File: src/rtl/apr_event_ctl_if.sv
`default_nettype none
// ============================================================================
// Module   : apr_event_ctl_if
// Purpose  : Event-source, CONO/DATAO strobe and diagnostic-readback bundle
//            for apr_event_ctl.
// Revision : 1.0
// ============================================================================
interface apr_event_ctl_if #(
    parameter int NCHAN = 8,
    parameter int DW    = 36,
    parameter int CH_W  = (NCHAN > 1) ? $clog2(NCHAN) : 1
);
    logic [NCHAN-1:0] EV_IN;
    logic [DW-1:0]    DATA_IN;
    logic             SEL_SET;
    logic             SEL_CLR;
    logic             SEL_EN;
    logic             SEL_DIS;
    logic             LOAD_PIA;
    logic             RD_EN;
    logic [2:0]       RD_SEL;
    logic [CH_W-1:0]  RD_CH;
    logic [DW-1:0]    RD_DATA;
    logic             RD_VALID;
    logic [NCHAN-1:0] FLAGS;
    logic [NCHAN-1:0] INT_EN;
    logic             INTERRUPT;
    logic [2:0]       INT_PIA;
    logic             ANY_ERR_FLG;

    modport master (
        output EV_IN, DATA_IN, SEL_SET, SEL_CLR, SEL_EN, SEL_DIS, LOAD_PIA,
               RD_EN, RD_SEL, RD_CH,
        input  RD_DATA, RD_VALID, FLAGS, INT_EN, INTERRUPT, INT_PIA, ANY_ERR_FLG
    );

    modport slave (
        input  EV_IN, DATA_IN, SEL_SET, SEL_CLR, SEL_EN, SEL_DIS, LOAD_PIA,
               RD_EN, RD_SEL, RD_CH,
        output RD_DATA, RD_VALID, FLAGS, INT_EN, INTERRUPT, INT_PIA, ANY_ERR_FLG
    );
endinterface
`default_nettype wire

File: src/rtl/apr_event_ctl.sv
`default_nettype none
// ============================================================================
// Module   : apr_event_ctl
// Purpose  : APR event flags, interrupt enables, PIA, saturating per-channel
//            occurrence counters and registered diagnostic readback.
// Revision : 1.0
// ============================================================================
module apr_event_ctl #(
    parameter int               NCHAN     = 8,
    parameter int               DW        = 36,
    parameter int               BASE      = 6,
    parameter int               PIA_BASE  = 33,
    parameter int               CNT_W     = 8,
    parameter logic [NCHAN-1:0] EDGE_MASK = 8'h80,
    parameter logic [NCHAN-1:0] ERR_MASK  = 8'h2A
) (
    input  logic          clk,
    input  logic          RESET_N,
    apr_event_ctl_if.slave bus
);
    // EBUS bit k (bit 0 = MSB) lives at vector index DW-1-k.
    localparam int               C_CH_W    = (NCHAN > 1) ? $clog2(NCHAN) : 1;
    localparam int               C_TAB     = 1 << C_CH_W;
    localparam int               C_CH_MSB  = DW - 1 - BASE;
    localparam int               C_PIA_MSB = DW - 1 - PIA_BASE;
    localparam logic [CNT_W-1:0] C_CNT_MAX = '1;
    localparam logic [CNT_W-1:0] C_CNT_ONE = CNT_W'(1);

    logic [NCHAN-1:0]            r_flags;
    logic [NCHAN-1:0]            r_int_en;
    logic [NCHAN-1:0]            r_ev_q;
    logic [NCHAN-1:0]            r_ovf;
    logic [NCHAN-1:0][CNT_W-1:0] r_cnt;
    logic [2:0]                  r_pia;
    logic                        r_any_err;
    logic                        r_rd_valid;
    logic [DW-1:0]               r_rd_data;

    logic [NCHAN-1:0]            w_m;
    logic [NCHAN-1:0]            w_det;
    logic [NCHAN-1:0]            w_flag_n;
    logic [NCHAN-1:0]            w_en_n;
    logic                        w_interrupt;
    logic [DW-1:0]               w_rd_data;
    logic [CNT_W:0]              w_cnt_tab [C_TAB];

    always_comb begin
        w_m   = '0;
        w_det = '0;
        for (int i = 0; i < NCHAN; i++) begin
            w_m[i]   = bus.DATA_IN[C_CH_MSB-i];
            w_det[i] = EDGE_MASK[i] ? (bus.EV_IN[i] & ~r_ev_q[i]) : bus.EV_IN[i];
        end
        // Set and detect dominate clear; enable dominates disable.
        w_flag_n = w_det | ({NCHAN{bus.SEL_SET}} & w_m)
                 | (r_flags & ~({NCHAN{bus.SEL_CLR}} & w_m));
        w_en_n   = ({NCHAN{bus.SEL_EN}} & w_m)
                 | (r_int_en & ~({NCHAN{bus.SEL_DIS}} & w_m));
    end

    assign w_interrupt = |(r_flags & r_int_en);

    // Pad the counter view to a power of two so out-of-range RD_CH reads zero.
    for (genvar j = 0; j < C_TAB; j++) begin : g_cnt_tab
        if (j < NCHAN) begin : g_live
            assign w_cnt_tab[j] = {r_cnt[j], r_ovf[j]};
        end else begin : g_pad
            assign w_cnt_tab[j] = '0;
        end
    end

    always_comb begin
        w_rd_data = '0;
        case (bus.RD_SEL)
            3'd0: for (int i = 0; i < NCHAN; i++) w_rd_data[C_CH_MSB-i] = r_flags[i];
            3'd1: for (int i = 0; i < NCHAN; i++) w_rd_data[C_CH_MSB-i] = r_int_en[i];
            3'd2: for (int i = 0; i < NCHAN; i++) w_rd_data[C_CH_MSB-i] = r_ev_q[i];
            3'd3: begin
                w_rd_data[DW-1]            = w_interrupt;
                w_rd_data[DW-2]            = r_any_err;
                w_rd_data[C_PIA_MSB -: 3]  = r_pia;
            end
            3'd4: begin
                w_rd_data[CNT_W-1:0] = w_cnt_tab[bus.RD_CH][CNT_W:1];
                w_rd_data[DW-1]      = w_cnt_tab[bus.RD_CH][0];
            end
            default: w_rd_data = '0;
        endcase
    end

    always_ff @(posedge clk) begin
        if (!RESET_N) begin
            r_flags    <= '0;
            r_int_en   <= '0;
            r_ev_q     <= '0;
            r_ovf      <= '0;
            r_cnt      <= '0;
            r_pia      <= '0;
            r_any_err  <= 1'b0;
            r_rd_valid <= 1'b0;
            r_rd_data  <= '0;
        end else begin
            r_flags    <= w_flag_n;
            r_int_en   <= w_en_n;
            r_ev_q     <= bus.EV_IN;
            r_any_err  <= |(w_flag_n & ERR_MASK);
            r_rd_valid <= bus.RD_EN;
            if (bus.RD_EN) begin
                r_rd_data <= w_rd_data;
            end
            if (bus.LOAD_PIA) begin
                r_pia <= bus.DATA_IN[C_PIA_MSB -: 3];
            end
            for (int i = 0; i < NCHAN; i++) begin
                if (bus.SEL_CLR && w_m[i]) begin
                    r_cnt[i] <= w_det[i] ? C_CNT_ONE : '0;
                    r_ovf[i] <= 1'b0;
                end else if (w_det[i]) begin
                    if (r_cnt[i] == C_CNT_MAX) begin
                        r_ovf[i] <= 1'b1;
                    end else begin
                        r_cnt[i] <= r_cnt[i] + C_CNT_ONE;
                    end
                end
            end
        end
    end

    assign bus.FLAGS       = r_flags;
    assign bus.INT_EN      = r_int_en;
    assign bus.INTERRUPT   = w_interrupt;
    assign bus.INT_PIA     = w_interrupt ? r_pia : 3'd0;
    assign bus.ANY_ERR_FLG = r_any_err;
    assign bus.RD_DATA     = r_rd_data;
    assign bus.RD_VALID    = r_rd_valid;
endmodule
`default_nettype wire

File: src/flat_wrapper.sv
// flat-port wrapper written by rule: the top's interface ports become plain ports
module apr_event_ctl_flat 
#(
    parameter int               NCHAN     = 8,
    parameter int               DW        = 36,
    parameter int               BASE      = 6,
    parameter int               PIA_BASE  = 33,
    parameter int               CNT_W     = 8,
    parameter logic [NCHAN-1:0] EDGE_MASK = 8'h80,
    parameter logic [NCHAN-1:0] ERR_MASK  = 8'h2A
)
  (clk, RESET_N, bus_EV_IN, bus_DATA_IN, bus_SEL_SET, bus_SEL_CLR, bus_SEL_EN, bus_SEL_DIS, bus_LOAD_PIA, bus_RD_EN, bus_RD_SEL, bus_RD_CH, bus_RD_DATA, bus_RD_VALID, bus_FLAGS, bus_INT_EN, bus_INTERRUPT, bus_INT_PIA, bus_ANY_ERR_FLG);
  apr_event_ctl_if #(.NCHAN(NCHAN), .DW(DW)) bus_i ();
  input  logic clk;
  input  logic RESET_N;
  input wire logic [$bits(bus_i.EV_IN)-1:0] bus_EV_IN;
  input wire logic [$bits(bus_i.DATA_IN)-1:0] bus_DATA_IN;
  input wire logic [$bits(bus_i.SEL_SET)-1:0] bus_SEL_SET;
  input wire logic [$bits(bus_i.SEL_CLR)-1:0] bus_SEL_CLR;
  input wire logic [$bits(bus_i.SEL_EN)-1:0] bus_SEL_EN;
  input wire logic [$bits(bus_i.SEL_DIS)-1:0] bus_SEL_DIS;
  input wire logic [$bits(bus_i.LOAD_PIA)-1:0] bus_LOAD_PIA;
  input wire logic [$bits(bus_i.RD_EN)-1:0] bus_RD_EN;
  input wire logic [$bits(bus_i.RD_SEL)-1:0] bus_RD_SEL;
  input wire logic [$bits(bus_i.RD_CH)-1:0] bus_RD_CH;
  output wire logic [$bits(bus_i.RD_DATA)-1:0] bus_RD_DATA;
  output wire logic [$bits(bus_i.RD_VALID)-1:0] bus_RD_VALID;
  output wire logic [$bits(bus_i.FLAGS)-1:0] bus_FLAGS;
  output wire logic [$bits(bus_i.INT_EN)-1:0] bus_INT_EN;
  output wire logic [$bits(bus_i.INTERRUPT)-1:0] bus_INTERRUPT;
  output wire logic [$bits(bus_i.INT_PIA)-1:0] bus_INT_PIA;
  output wire logic [$bits(bus_i.ANY_ERR_FLG)-1:0] bus_ANY_ERR_FLG;
  assign bus_i.EV_IN = bus_EV_IN;
  assign bus_i.DATA_IN = bus_DATA_IN;
  assign bus_i.SEL_SET = bus_SEL_SET;
  assign bus_i.SEL_CLR = bus_SEL_CLR;
  assign bus_i.SEL_EN = bus_SEL_EN;
  assign bus_i.SEL_DIS = bus_SEL_DIS;
  assign bus_i.LOAD_PIA = bus_LOAD_PIA;
  assign bus_i.RD_EN = bus_RD_EN;
  assign bus_i.RD_SEL = bus_RD_SEL;
  assign bus_i.RD_CH = bus_RD_CH;
  assign bus_RD_DATA = bus_i.RD_DATA;
  assign bus_RD_VALID = bus_i.RD_VALID;
  assign bus_FLAGS = bus_i.FLAGS;
  assign bus_INT_EN = bus_i.INT_EN;
  assign bus_INTERRUPT = bus_i.INTERRUPT;
  assign bus_INT_PIA = bus_i.INT_PIA;
  assign bus_ANY_ERR_FLG = bus_i.ANY_ERR_FLG;
  apr_event_ctl #(.NCHAN(NCHAN), .DW(DW), .BASE(BASE), .PIA_BASE(PIA_BASE), .CNT_W(CNT_W), .EDGE_MASK(EDGE_MASK), .ERR_MASK(ERR_MASK)) u_core (.clk(clk), .RESET_N(RESET_N), .bus(bus_i));
endmodule
File: config.mk
export PLATFORM = sky130hd
export DESIGN_NAME = apr_event_ctl_flat
export DESIGN_NICKNAME = d
export VERILOG_FILES = /design/src/rtl/apr_event_ctl_if.sv /design/src/rtl/apr_event_ctl.sv /design/src/flat_wrapper.sv
export SDC_FILE = /design/constraint.sdc
export NUM_CORES = 1
export LEC_CHECK = 0
export CAP_MARGIN = 30
export CORE_UTILIZATION = 50
export CTS_CLUSTER_SIZE = 12
export DETAILED_ROUTE_END_ITERATION = 8
export GPL_ROUTABILITY_DRIVEN = 0
export PLACE_DENSITY_LB_ADDON = 0.12
export SYNTH_ARGS = -nofsm -noshare
export SYNTH_HDL_FRONTEND = slang
export SYNTH_SLANG_ARGS = --single-unit
File: constraint.sdc
create_clock -name clk -period 3.12 [get_ports clk]
set_input_delay 0.936 -clock clk [delete_from_list [all_inputs] [get_ports clk]]
set_output_delay 0.936 -clock clk [all_outputs]
set_load 0.005 [all_outputs]
Word-level counts from Yosys, hierarchy flattened
Index checks and enable logic that the tools add are counted.
{ "totals": {"out_inout_bits": 58, "wordCells": 152, "in_bits": 58, "regBits": 119} }
{ "classes": {"n_eq_ne": 20, "bitwise": 16, "muxes": 41, "reduce_logical": 43, "order_cmp": 1, "add_sub_neg": 8} }
{ "ops": {"columns": ["operator", "n"], "rows": [
  ["2-to-1 mux 8 bit", 24],
  ["adder 8 x 1 -> 8 bit, second input constant", 8],
  ["== test 8 bit, second input constant", 8],
  ["AND 8 bit", 7],
  ["AND reduction 2 bit", 16],
  ["binary-select mux 9 bit (select 3 bit)", 1],
  ["bitwise OR 8 bit", 3],
  ["case mux 8 bit (3 select lines)", 1],
  ["2-to-1 mux 9 bit", 2],
  ["!= test 2 x 1 -> 1 bit, second input constant", 8],
  ["NOT 8 bit", 2],
  ["nonzero test 2 bit", 8],
  ["OR reduction 2 bit", 8],
  ["2-to-1 mux 1 bit", 9],
  ["logical AND 1 bit", 8],
  ["OR reduction 8 bit", 1],
  ["== test 3 x 2 -> 1 bit, second input constant", 2],
  ["case mux 3 bit (2 select lines)", 1],
  ["2-to-1 mux 5 bit", 1],
  [">= comparator 4 bit, second input constant", 1],
  ["NOT 3 -> 4 bit", 1],
  ["== test 3 x 1 -> 1 bit, second input constant", 1],
  ["== test 3 bit, second input constant", 1],
  ["zero test 3 bit", 1],
  ["other kinds (5)", 6]
]} }

Longest topological paths before layout
Gate-level depths: netlist of run 1.
{ "logic_depth": {"word_depth": 5, "mapped_depth": 6, "ltp_nobuf": 5} }

Least setup slack after synthesis of run 1
Ideal clock, no wire load.
{ "synth_timing": {"path_kind": "input -> register", "from": "input bus_RD_CH[0]", "to": "register u_core.r_rd_data[7] (netlist: u_core.bus.RD_DATA[7])", "setup_slack_ns": 0.946, "path_stages": 5, "required_ns": 3.000, "setup_time_ns": 0.120, "arrival_ns": 2.055, "n_path_buf": 2, "cell_sequence": "buf_2 -> buf_2 -> mux4_2 -> mux2i_1 -> o21ai_1"} }
{ "synth_between": {"elab_chain_len": 5} }
{ "synth_lines": {"columns": ["element", "line_no", "source"], "rows": [
  ["from (decl)", "flat_wrapper.sv:25", "input wire logic [$bits(bus_i.RD_CH)-1:0] bus_RD_CH;"],
  ["NOT 3 -> 4 bit (implied by the code)", "apr_event_ctl.sv:84", "w_rd_data[CNT_W-1:0] = w_cnt_tab[bus.RD_CH][CNT_W:1];"],
  ["binary-select mux 9 bit (select 3 bit)", "apr_event_ctl.sv:84", null],
  ["2-to-1 mux 9 bit (implied by the code) (2 in series)", "apr_event_ctl.sv:84", null],
  ["2-to-1 mux 5 bit", "apr_event_ctl.sv:74", "case (bus.RD_SEL)"],
  ["to (signal assigned)", "apr_event_ctl.sv:109", "r_rd_data <= w_rd_data;"],
  ["to (decl)", "apr_event_ctl.sv:37", "logic [DW-1:0] r_rd_data;"]
]} }
No other way between the ends. The select of a mux whose other input is x is not followed.
A chain may end at the register's enable or synchronous reset.

Worst setup path after layout of run 1
{ "layout_timing": {"from": "register u_core.r_flags[2] (netlist: u_core.bus.FLAGS[2])", "to": "output bus_INT_PIA[2]"} }
{ "layout_between": {"elab_chain_len": 3} }
{ "layout_lines": {"columns": ["element", "line_no", "source"], "rows": [
  ["from (decl)", "apr_event_ctl.sv:29", "logic [NCHAN-1:0] r_flags;"],
  ["from (signal assigned)", "apr_event_ctl.sv:103", "r_flags <= w_flag_n;"],
  ["AND 8 bit", "apr_event_ctl.sv:61", "assign w_interrupt = |(r_flags & r_int_en);"],
  ["OR reduction 8 bit", "apr_event_ctl.sv:61", null],
  ["2-to-1 mux 3 bit", "apr_event_ctl.sv:132", "assign bus.INT_PIA = w_interrupt ? r_pia : 3'd0;"],
  ["to (decl)", "flat_wrapper.sv:31", "output wire logic [$bits(bus_i.INT_PIA)-1:0] bus_INT_PIA;"]
]} }
No other way between the ends.

==> results of run 1 <==
-- metal layers --
layer / global-route usage / vias up / part of all wire
met5: 0 / - / 0
met4: 0.119 / 0 / 0.025
met3: 0.0675 / 33 / 0.053
met2: 0.446 / 210 / 0.47
met1: 0.340 / 2605 / 0.45
li1: - / 2611 / -
-- flip-flops by register name, indices dropped and copies added, names as in the netlist --
| signal | count |
|---|---|
| u_core.r_ovf | 8 |
| u_core.bus.RD_DATA | 18 |
| u_core.r_ev_q | 8 |
| u_core.bus.RD_VALID | 1 |
| u_core.r_cnt | 64 |
| u_core.bus.INT_EN | 8 |
| u_core.bus.ANY_ERR_FLG | 1 |
| u_core.r_pia | 3 |
| u_core.bus.FLAGS | 8 |
-- stage by stage --
stage                     power [mW]  hold WS (ns)
final                           3.77         0.456
after global routing            3.89         0.476
after CTS                       3.78         0.455
after detailed placement        2.01         0.448
after global placement          2.00         0.444
after floorplan                 1.85         0.432
-- layout make-up --
class                   instances  area [sq um]
clock buffers                  27           523
multi-input cells             503          3250
repair buffers                 88           838
inverters                      21          78.8
clock inverters                 3          15.0
fillers                       950          4200
well taps                     143           179
flip-flops and latches        119          2380
-- logic make-up (layout without fill, tap and decap cells) --
group	Yosys count	after routing	synth area share
XOR/XNOR	13	13	0.0193
other	1	18	0.000636
buffers and inverters	63	139	0.0552
AO/OA/AOI/OAI	162	162	0.180
adder cells (fa/ha/maj)	8	8	0.0170
AND/OR/NAND/NOR	252	252	0.217
multiplexers	50	50	0.107
flip-flops	119	119	0.404
-- synth_stat cells (3+ instances only) --
library cell  instances  area (sq um)
a2bb2oi_1             8          70.1
o21ai_1              20           100
inv_1                20          75.1
nor2b_1               6          37.5
nand3_1              34           170
and3_1               14          87.6
clkbuf_1             11          41.3
a211oi_1              3          22.5
a22oi_1              14           105
and2_1               17           106
buf_4                21           158
o31ai_1               9          67.6
nand2b_1              3          18.8
ha_1                  8           100
nand2_1              57           214
xor2_1               11          96.3
buf_2                 7          35.0
mux4_2                9           203
and4_1                4          35.0
o211ai_1              5          37.5
nor2_1               59           221
nor3_1                9          45.0
a21oi_1              41           205
a221oi_1              8          70.1
nand4_1              15          93.8
mux2i_1              40           400
o2111ai_1             3          26.3
or3_1                16           100
dfxtp_1             119          2380
o21ai_0              13          65.1
or4_1                10          75.1
a31oi_1              11          68.8
o22ai_1              10          62.6
-- power breakdown --
group	internal [mW]	leakage, nW	switching (mW)
Sequential	1.57	0.970	0.0558
Combinational	0.177	1.49	0.184
Clock	1.13	0.269	0.660
-- tightest hold or removal path, delay by kind of cell (launching register included) --
kind / cells / cell delay [ns]
flip-flops: 1 / 0.30
AND/OR/NAND/NOR: 1 / 0.05
AO/OA/AOI/OAI: 1 / 0.05
-- path summary, 6_finish.rpt --
check	end	slack [ns]
max	bus_INT_PIA[2]	0.33
max reg2reg	u_core.r_cnt[9]	1.18
min reg2reg	u_core.bus.RD_DATA[4]	0.46
min	u_core.bus.RD_DATA[4]	0.46
==> results_dict.tcl, run 1 <==
set metrics [dict create \
    crit_type "flop to output port" \
    cts_tree "built" \
    wl_microns 16300 \
    rows 39 \
    design_area_sq_um 7270 \
    slowest_delay_ns 0.43 \
    path_cells "a22oi_1, nand4_1, and2_1, clkdlybuf4s50_1" \
    p_per_area_nw_per_um2 519 \
    core_area_sq_um 11500 \
    syn_area_sq_um 5890 \
    fin_skew_ns 0.0169 \
    stdcell_count 904 \
    synth-main-ff-cell "dfxtp_1" \
    yosysSeqAreaShare 0.404 \
    cts.sinks 119 \
    crit_start "u_core.bus.FLAGS[2]" \
    cp.depth 4 \
    tns_ns 0 \
    crit_path_end_kind "output port" \
    tightestPinTransition_ns 0.831 \
    setup_viol 0 \
    grt_use_total 0.273 \
    fmaxAchievable_mhz 359 \
    dp_cells 874 \
    leakage_nw 2.73 \
    initial_core_util 0.514 \
    drive_above_1_share 0.0762 \
    slew_headroom 0.443 \
    required_ns 2.18 \
    chipWidth_microns 111 \
    hp-class "flop to flop" \
    syn2layout_area_growth_pct 23.3 \
    detailedPlace.worstSlack_ns 0.306 \
    crit_buf_inv 1 \
    drc 0 \
    io_buffers 72 \
    fin_crit_sh 0.893 \
    cpLargestDelayFamily "simple AND/OR/NAND/NOR gates" \
    slowest_stage "clkdlybuf4s50_1" \
    hold_violations 0 \
    ys_types 58 \
    cts_buffers 17 \
    drtAntennaViolNets 0 \
    synthArstFlopShare 0 \
    worstHoldStart "u_core.bus.RD_DATA[4]" \
    die_y_microns 111 \
    dr_total_vias 5459 \
    htree_levels 4 \
    grt_pass1_wl_microns 26100 \
    setup_ws_ns 0.333 \
    final_cell_mix "dfxtp_1 (119), clkdlybuf4s50_1 (72), nor2_1 (59)" \
    reg2reg_depth 6 \
    drv_cap 0 \
    placed_cell_area_sq_um 6730 \
    cts_resized 0 \
    min_period_ns 2.79 \
    synthCells 668 \
    status "completed" \
    synth-seq-cells 119 \
    rr_startpoint "u_core.r_cnt[8]" \
    post_cts_buffers 0 \
    cts-root-buf "clkbuf_16" \
    hold_path_depth 2 \
    rsz0062_at_grt "no" \
    clockBufferDepth 2 \
    grt_max_degree 28 \
    clk_pin_slew_ns 0.05 \
    antenna_found_initial 0 \
    worst_skew_pair.late_latency_ns 0.43 \
    io_pins 116 \
    ys_warn_count 0 \
    grt_pass1_vias 5092 \
    mostFrequentLayoutCell "dfxtp_1" \
    grt-ovfl-total 0 \
    crit_arrival_ns 1.85 \
    fin_nets 816 \
    drv_slew 0 \
    syn_avg_cell_area_sq_um 8.82 \
    peakVddDrop_mv 0.368 \
    die_area_sq_um 12200 \
    final_util 0.634 \
    first_iter_violations 417 \
    wl_per_cell_microns 18.1 \
    dpl.hpwl_microns 12000 \
    hold_buffers 0 \
    viasPerCell 6.04 \
    drt_first_pass_iters 5 \
    crit_path_max_fanout 5 \
    n_antenna_cell 0 \
    synth-edff-count 0 \
    start_kind "flop" \
]
Power figures use the tool's default switching activity.
==> inputs of run 2 (changes only) <==
--- a/config.mk
+++ b/config.mk
@@ -6,7 +6,9 @@
 export NUM_CORES = 1
 export LEC_CHECK = 0
 export CAP_MARGIN = 30
-export CORE_UTILIZATION = 50
+export CELL_PAD_IN_SITES_DETAIL_PLACEMENT = 0
+export CELL_PAD_IN_SITES_GLOBAL_PLACEMENT = 1
+export CORE_UTILIZATION = 42
 export CTS_CLUSTER_SIZE = 12
 export DETAILED_ROUTE_END_ITERATION = 8
 export GPL_ROUTABILITY_DRIVEN = 0
==> results_dict.tcl, run 2 (synthesized netlist as in run 1, its figures left out) <==
set metrics [dict create \
    core_area_sq_um 13500 \
    grt_pass1_wl_microns 26200 \
    cts_buffers 17 \
    reg2reg_depth 5 \
    syn2layout_area_growth_pct 25.5 \
    clockBufferDepth 2 \
    rsz0062_at_grt "no" \
    dp_cells 904 \
    placed_cell_area_sq_um 6760 \
    setup_ws_ns 0.268 \
    setup_viol 0 \
    io_buffers 72 \
    tns_ns 0 \
    drt_first_pass_iters 6 \
    antenna_found_initial 0 \
    die_area_sq_um 14500 \
    wl_per_cell_microns 17.7 \
    min_period_ns 2.85 \
    max_flop_register "u_core.r_cnt" \
    io_pins 116 \
    crit_arrival_ns 1.92 \
    n_antenna_cell 0 \
    detailedPlace.worstSlack_ns 0.367 \
    hold_buffers 0 \
    crit_path_max_fanout 5 \
    crit_path_end_kind "output port" \
    status "completed" \
    fmaxAchievable_mhz 351 \
    fin_nets 813 \
    grt-ovfl-total 0 \
    drive_above_1_share 0.0763 \
    initial_core_util 0.438 \
    peakVddDrop_mv 0.599 \
    largest_reg_flops 64 \
    fin_crit_sh 0.914 \
    grt_pass1_vias 5015 \
    fin_skew_ns 0.00560 \
    drc 0 \
    wl_microns 16500 \
    cts.sinks 119 \
    first_iter_violations 389 \
    hold_violations 0 \
    grt_max_degree 28 \
    viasPerCell 5.74 \
    crit_type "flop to output port" \
    final_cell_mix "dfxtp_1 (119), clkdlybuf4s50_1 (72), nor2_1 (59)" \
    slew_headroom 0.402 \
    stdcell_count 936 \
    tightestPinTransition_ns 0.892 \
    post_cts_buffers 0 \
    drtAntennaViolNets 0 \
    hp-class "flop to flop" \
    chipWidth_microns 120 \
    required_ns 2.18 \
    die_y_microns 120 \
    worst_skew_pair.late_latency_ns 0.42 \
    drv_slew 0 \
    grt_use_total 0.239 \
    drv_cap 0 \
    leakage_nw 2.76 \
    cts-root-buf "clkbuf_16" \
    clk_pin_slew_ns 0.05 \
    totalPowerFinal_mw 4.08 \
    cts_resized 0 \
    htree_levels 4 \
    cts_tree "built" \
    rows 42 \
    hold_path_depth 2 \
    mostFrequentLayoutCell "dfxtp_1" \
    design_area_sq_um 7390 \
    start_kind "flop" \
    dr_total_vias 5373 \
    p_per_area_nw_per_um2 552 \
    dpl.hpwl_microns 12500 \
]
-- run 2: cell types whose count changed in the layout (fill, tap and decap cells not counted) --
| cell | previous run | this run |
|---|---|---|
| buf_12 | 0 | 1 |
| buf_4 | 15 | 11 |
| bufinv_16 | 0 | 4 |
| clkbuf_1 | 4 | 3 |
| clkbuf_8 | 6 | 4 |
| clkinvlp_4 | 0 | 1 |
-- run 2: area by class of cell --
cell class,instances,area [sq um]
fill,1290,6060
multi-input combinational,503,3250
sequential,119,2380
timing repair buffer,85,828
clock buffer,24,492
tap,176,220
clock inverter,8,143
inverter,21,78.8
-- run 2: per-stage QoR --
step,hold WS [ns],utilization
after CTS,0.469,0.550
after global routing,0.506,0.550
after detailed placement,0.462,0.502
after global placement,0.454,0.502
after floorplan,0.432,-
final,0.466,0.550
-- run 2: worst paths after layout --
| kind | endpoint | from | slack [ns] |
|---|---|---|---|
| worst max-delay path | bus_INT_PIA[0] | u_core.bus.FLAGS[6] | 0.27 |
| worst min-delay path | u_core.r_ovf[4] | u_core.r_ovf[4] | 0.47 |
| worst max register to register | u_core.r_cnt[33] | u_core.r_cnt[32] | 1.10 |
| worst min register to register | u_core.r_ovf[4] | u_core.r_ovf[4] | 0.47 |
-- run 2: layer usage --
| metal | global-route usage | part of all wire | routed length, microns | vias to the layer above |
|---|---|---|---|---|
| li1 | - | - | - | 2616 |
| met1 | 0.319 | 0.47 | 7720 | 2567 |
| met2 | 0.371 | 0.45 | 7450 | 165 |
| met3 | 0.0500 | 0.060 | 997 | 25 |
| met4 | 0.104 | 0.023 | 384 | 0 |
| met5 | 0 | 0 | 0 | - |
-- run 2: worst max-delay path: stages (launching register included) --
cell and delay [ns]:
dfxtp_1 0.36, a22oi_1 0.20, nand4_1 0.24, and2_1 0.24
clkdlybuf4s50_1 0.45
-- run 2: where the power goes --
part	internal [mW]	switching, mW
clock network	1.42	0.684
registers	1.57	0.0521
logic	0.176	0.186
total	3.16	0.922
